File: config.mk
export PLATFORM = sky130hd
export DESIGN_NAME = a26_cart_loader
export DESIGN_NICKNAME = d
export VERILOG_FILES = /design/src/rtl/a26_cart_pkg.sv /design/src/rtl/a26_pow2_ceil.sv /design/src/rtl/a26_cart_loader.sv
export SDC_FILE = /design/constraint.sdc
export NUM_CORES = 1
export LEC_CHECK = 0
export CORE_MARGIN = 5
export CORE_UTILIZATION = 47
export CTS_BUF_LIST = sky130_fd_sc_hd__clkbuf_4 sky130_fd_sc_hd__clkbuf_8 sky130_fd_sc_hd__clkbuf_16
export CTS_CLUSTER_DIAMETER = 40
export CTS_CLUSTER_SIZE = 10
export DETAILED_ROUTE_END_ITERATION = 8
export PLACE_DENSITY = 0.78
export SLEW_MARGIN = 5
export SYNTH_ARGS = -nofsm -noshare
export SYNTH_HDL_FRONTEND = slang
export SYNTH_SLANG_ARGS = --single-unit
File: constraint.sdc
create_clock -name clk_sys -period 3.7 [get_ports clk_sys]
set_input_delay 0.74 -clock clk_sys [delete_from_list [all_inputs] [get_ports clk_sys]]
set_output_delay 0.74 -clock clk_sys [all_outputs]
set_load 0.05 [all_outputs]
File: src/rtl/a26_cart_pkg.sv
// Shared definitions for the Atari 2600 cartridge loader: loader states and
// cartridge RAM geometry.
package a26_cart_pkg;

    localparam int unsigned CART_AW    = 13;
    localparam int unsigned CART_BYTES = 8192;

    typedef enum logic [2:0] {
        IDLE,
        LOAD,
        MIR_RD,
        MIR_LAT,
        MIR_WR,
        DONE
    } cart_state_t;

endpackage

File: src/rtl/a26_pow2_ceil.sv
// Smallest power of two greater than or equal to value.
// A zero input gives 1. An input above 8192 gives 0.
module a26_pow2_ceil (
    input  logic [13:0] value,
    output logic [13:0] result
);

    always_comb begin
        result = '0;
        for (int unsigned i = 0; i < 14; i++) begin
            if (result == '0 && (14'd1 << i) >= value) begin
                result = 14'd1 << i;
            end
        end
    end

endmodule

File: src/rtl/a26_cart_loader.sv
// Copies an HPS cartridge download into cartridge RAM.
// Images smaller than 8K are then mirrored up through the whole 8K window.
module a26_cart_loader
    import a26_cart_pkg::*;
#(
    parameter logic [7:0]  ROM_INDEX = 8'd1,
    parameter int unsigned MIN_IMAGE = 256
) (
    input  logic        clk_sys,
    input  logic        reset,
    input  logic        ioctl_download,
    input  logic [7:0]  ioctl_index,
    input  logic        ioctl_wr,
    input  logic [24:0] ioctl_addr,
    input  logic [7:0]  ioctl_dout,
    output logic        ioctl_wait,
    output logic [12:0] ram_addr,
    output logic [7:0]  ram_din,
    output logic        ram_we,
    input  logic [7:0]  ram_dout,
    output logic [31:0] cart_size,
    output logic        load_done,
    output logic        core_hold
);

    cart_state_t state_q, state_d;
    logic [31:0] cart_size_q;
    logic [13:0] dest_q;
    logic [12:0] period_q;
    logic        wr_pend_q;
    logic [12:0] wr_addr_q;
    logic [7:0]  wr_data_q;

    logic        rom_dl;
    logic        size_fits;
    logic [13:0] span;
    logic [13:0] period_d;
    logic [25:0] wr_end;
    logic [12:0] mask;

    assign rom_dl    = ioctl_download && (ioctl_index == ROM_INDEX);
    assign size_fits = (cart_size_q != '0) && (cart_size_q < CART_BYTES);
    assign span      = (cart_size_q[13:0] > 14'(MIN_IMAGE)) ? cart_size_q[13:0] : 14'(MIN_IMAGE);
    assign wr_end    = {1'b0, ioctl_addr} + 26'd1;
    assign mask      = period_q - 13'd1;

    a26_pow2_ceil u_pow2_ceil (
        .value  (span),
        .result (period_d)
    );

    // A write that arrives with the falling download holds LOAD one extra cycle.
    // That keeps its RAM write inside LOAD and puts it into cart_size before the decision.
    always_comb begin
        state_d = state_q;
        if (state_q != LOAD && rom_dl) begin
            state_d = LOAD;
        end else begin
            case (state_q)
                LOAD: begin
                    if (!ioctl_download && !ioctl_wr) begin
                        if (!size_fits || period_d == 14'(CART_BYTES)) state_d = DONE;
                        else                                           state_d = MIR_RD;
                    end
                end
                MIR_RD:  state_d = MIR_LAT;
                MIR_LAT: state_d = MIR_WR;
                MIR_WR:  state_d = (dest_q == 14'(CART_BYTES - 1)) ? DONE : MIR_RD;
                default: state_d = state_q;
            endcase
        end
    end

    // The read address is held through MIR_LAT, so ram_dout is still valid in MIR_WR.
    always_comb begin
        ram_we     = 1'b0;
        ram_addr   = '0;
        ram_din    = '0;
        ioctl_wait = 1'b0;
        case (state_q)
            LOAD: begin
                if (wr_pend_q) begin
                    ram_we   = 1'b1;
                    ram_addr = wr_addr_q;
                    ram_din  = wr_data_q;
                end
            end
            MIR_RD, MIR_LAT: begin
                ioctl_wait = 1'b1;
                ram_addr   = dest_q[12:0] & mask;
            end
            MIR_WR: begin
                ioctl_wait = 1'b1;
                ram_we     = 1'b1;
                ram_addr   = dest_q[12:0];
                ram_din    = ram_dout;
            end
            default: ;
        endcase
    end

    assign load_done = (state_q == DONE);
    assign core_hold = ~load_done;
    assign cart_size = cart_size_q;

    always_ff @(posedge clk_sys) begin
        if (reset) begin
            state_q     <= IDLE;
            cart_size_q <= '0;
            dest_q      <= '0;
            period_q    <= '0;
            wr_pend_q   <= 1'b0;
            wr_addr_q   <= '0;
            wr_data_q   <= '0;
        end else begin
            state_q   <= state_d;
            wr_pend_q <= 1'b0;
            if (state_q != LOAD && state_d == LOAD) begin
                cart_size_q <= '0;
            end
            if (state_q == LOAD && ioctl_wr) begin
                if (ioctl_addr[24:CART_AW] == '0) begin
                    wr_pend_q <= 1'b1;
                    wr_addr_q <= ioctl_addr[12:0];
                    wr_data_q <= ioctl_dout;
                end
                if ({6'd0, wr_end} > cart_size_q) begin
                    cart_size_q <= {6'd0, wr_end};
                end
            end
            if (state_q == LOAD && state_d == MIR_RD) begin
                dest_q   <= period_d;
                period_q <= period_d[12:0];
            end else if (state_q == MIR_WR) begin
                dest_q <= dest_q + 14'd1;
            end
        end
    end

endmodule

==> results.yml <==
global_routing:
  grt_overflow_total: 0
  antenna_found_initial: 0
  grt_pass1_wl_um: 25390
  grt_pass1_vias: 5330
  grt_max_degree: 55
  track_usage_pct: 23.93
clock_tree:
  cts_max_level: 3
  cts_root_buf: "clkbuf_8"
  clk_path_buf_depth: 2
  cts_tree: "yes"
  clock_sink_count: 84
  numCtsBuffers: 9
  insertion_delay_ns: 0.36
  clk_pin_slew_ns: 0.09
worst_setup_path:
  critPathMaxFanout: 8
  crit_family: "buffers and inverters"
  cpMostUsedCell: "buf_4"
  critical_path.slowest_cell: "clkdlybuf4s50_1"
  endpoint_kind: "flop"
  cp.buffers_inverters: 5
  crit_chain: "clkdlybuf4s50_1 -> buf_4 -> nand4_1 -> nor2_1 -> xnor2_1 -> ha_1 -> nand4_1 -> or2_4 -> a311oi_2 -> a2111oi_2 -> buf_4 -> o41ai_4 -> buf_4 -> buf_12 -> mux2i_1"
  crit_required_ns: 3.98
  max_stage_delay_ns: 0.55
  startpoint_type: "primary input"
  arrival_ns: 3.90
  crit_type: "in2reg"
floorplanning:
  ioPinCount: 110
  dieHeight_um: 114.4
  initial_utilization_pct: 47.64
  die_area_mm2: 0.01308
  coreArea_mm2: 0.01075
  dieWidth_um: 114.4
  core.rowCount: 38
routing:
  wl_per_cell_um: 16.37
  via_per_inst: 5.471
  wl_um: 15600
  drt_first_pass_iters: 5
  vias: 5214
  ant_nets: 0
  drc: 0
  first_iter_violations: 345
layout:
  final_cell_area_mm2: 0.007418
  layout.nets: 890
  seq_area_mm2: 0.001682
  multi_input_area_mm2: 0.003279
  drive_gt1_share_pct: 18.20
  areaGrowthSynthToFinish_pct: 44.93
  instances_no_fill: 953
  fillCellCount: 868
  n_antenna_cell: 0
run_status:
  outcome: "finished clean"
timing:
  grt_setup_unrepaired: "no"
  maxSlewHeadroom_pct: 53.64
  worst_slew_pin_slew_ns: 0.6954
  hold_violations: 0
  max_freq_ghz: 0.2761
  setup_tns_ns: 0
  setup_ws_ns: 0.07824
  finalSetupViolations: 0
  maxSlewViolCount: 0
  period_needed_ns: 3.622
  finalCritPeriodShare_pct: 97.89
  finClkSkew_ns: 0.008526
synth:
  synth_common_cells: "nand2_1, dfxtp_1, inv_1"
  ys_warn_count: 0
  ys_ff_latch: 84
  synth-simple-area-share_pct: 28.48
  post-synth-top-count-cell: "nand2_1"
  ys_seq_area_share_pct: 32.85
  synthAdderAreaFrac_pct: 7.089
  synth_area_leaders: "dfxtp_1, nand2_1, ha_1"
  synth_nets: 720
  synth-async-reset-ratio_pct: 0
  synth_edf_count: 0
  syn_inst: 638
  ys_types: 50
  ys_dominant_reg_cell: "dfxtp_1"
  synthXorXnorAreaFrac_pct: 7.529
  synth_top_area_cell: "dfxtp_1"
  synth_compound_area_share_pct: 13.00
  synth_mux_area_share_pct: 5.524
  syn-cell-area_mm2: 0.005119
  synth_top_family_by_area: "simple AND/OR/NAND/NOR gates"
  syn_area_per_cell_um2: 8.023
  yosysTopAreaCellShare_pct: 32.85
place:
  place_ws_ns: -0.6232
  post_dp_cell_area_mm2: 0.006992
  dp.cells: 928
  dp_hpwl_um: 11780
  port_buffers: 109
  routabilityCongestion: 0.9070
pwr:
  p_per_area_mw_per_mm2: 280.1
  vdd_drop_max_uv: 155.6
  finalPower_mw: 2.078
  leakagePower_nw: 2.899
worst_hold_path:
  hold_path.class: "reg2reg"
job:
  drv_cap: 0
report_power, final:
group          total, mW  internal (mW)  switching [mW]
Sequential         0.931          0.914          0.0168
Clock              0.685          0.326           0.359
Combinational      0.463          0.224           0.238
path summary, 6_finish.rpt:
path	start	endpoint	slack, ns	cells past startpoint
max	ioctl_addr[10]	cart_size[13]$_SDFF_PP0_	0.08	15
min	wr_data_q[2]$_SDFFE_PP0P_	wr_data_q[2]$_SDFFE_PP0P_	0.46	2
max reg2reg	cart_size[3]$_SDFF_PP0_	dest_q[9]$_SDFFE_PP0P_	0.83	6
min reg2reg	wr_data_q[2]$_SDFFE_PP0P_	wr_data_q[2]$_SDFFE_PP0P_	0.46	2
logic make-up (layout without fill, tap and decap cells):
group           Yosys count  after routing
simple gates            280            280
compound gates          105            105
flops                    84             84
buf+inv                  69            244
xor+xnor                 44             44
fa+ha+maj                29             29
mux                      27             27
repair_timing:
item | CTS | global route
setup buffers | 4 | 3
hold endpoints to repair | 0 | 0
pin swaps | 14 | 22
gates cloned | 2 | 0
hold buffers | 0 | 0
endpoints found under the setup margin | 26 | 26
gates resized for setup | 34 | 14
flip-flops by register name, indices dropped and copies added (netlist names):
register / count
wr_data_q: 8
dest_q: 14
cart_size: 32
period_q: 13
wr_addr_q: 13
state_q: 3
wr_pend_q: 1
placed cells by master (no fill, tap or decap), drive strengths merged, types with 20 or more instances in the layout:
master,Yosys,layout
inv,41,43
buf,6,101
ha,29,29
nand2,98,98
clkdlybuf4s50,0,76
dfxtp,84,84
a21oi,39,39
a22o,20,20
o21ai,24,24
xnor2,27,27
nor2,31,31
nand2b,28,28
nand3,25,25
mux2i,27,27
per-stage QoR:
stage	util, %	hold slack (ns)
final	69.04	0.4572
after global routing	69.04	0.4900
after CTS	68.33	0.4599
after detailed placement	65.07	0.4469
after global placement	65.07	0.4407
after floorplan	-	0.4286
layer usage:
| layer | up-vias | GRT usage [%] | wire [um] |
|---|---|---|---|
| met2 | 159 | 41.69 | 7776 |
| li1 | 2568 | - | - |
| met5 | - | 0 | 0 |
| met1 | 2464 | 29.65 | 6637 |
| met3 | 23 | 3.964 | 877 |
| met4 | 0 | 8.789 | 310 |
tightest hold or removal path: stages (launching register included):
cell and delay [ns]:
dfxtp_1 0.32, nand2_1 0.05, a21oi_1 0.05
layout make-up:
cell class / instances / area share, %
clock buffers: 10 / 1.771
repair buffers: 187 / 25.96
clock inverters: 6 / 0.9614
inverters: 41 / 2.075
multi-input cells: 485 / 44.21
flip-flops and latches: 84 / 22.67
well taps: 140 / 2.361
Note: power is estimated with default switching activity, not from simulation.
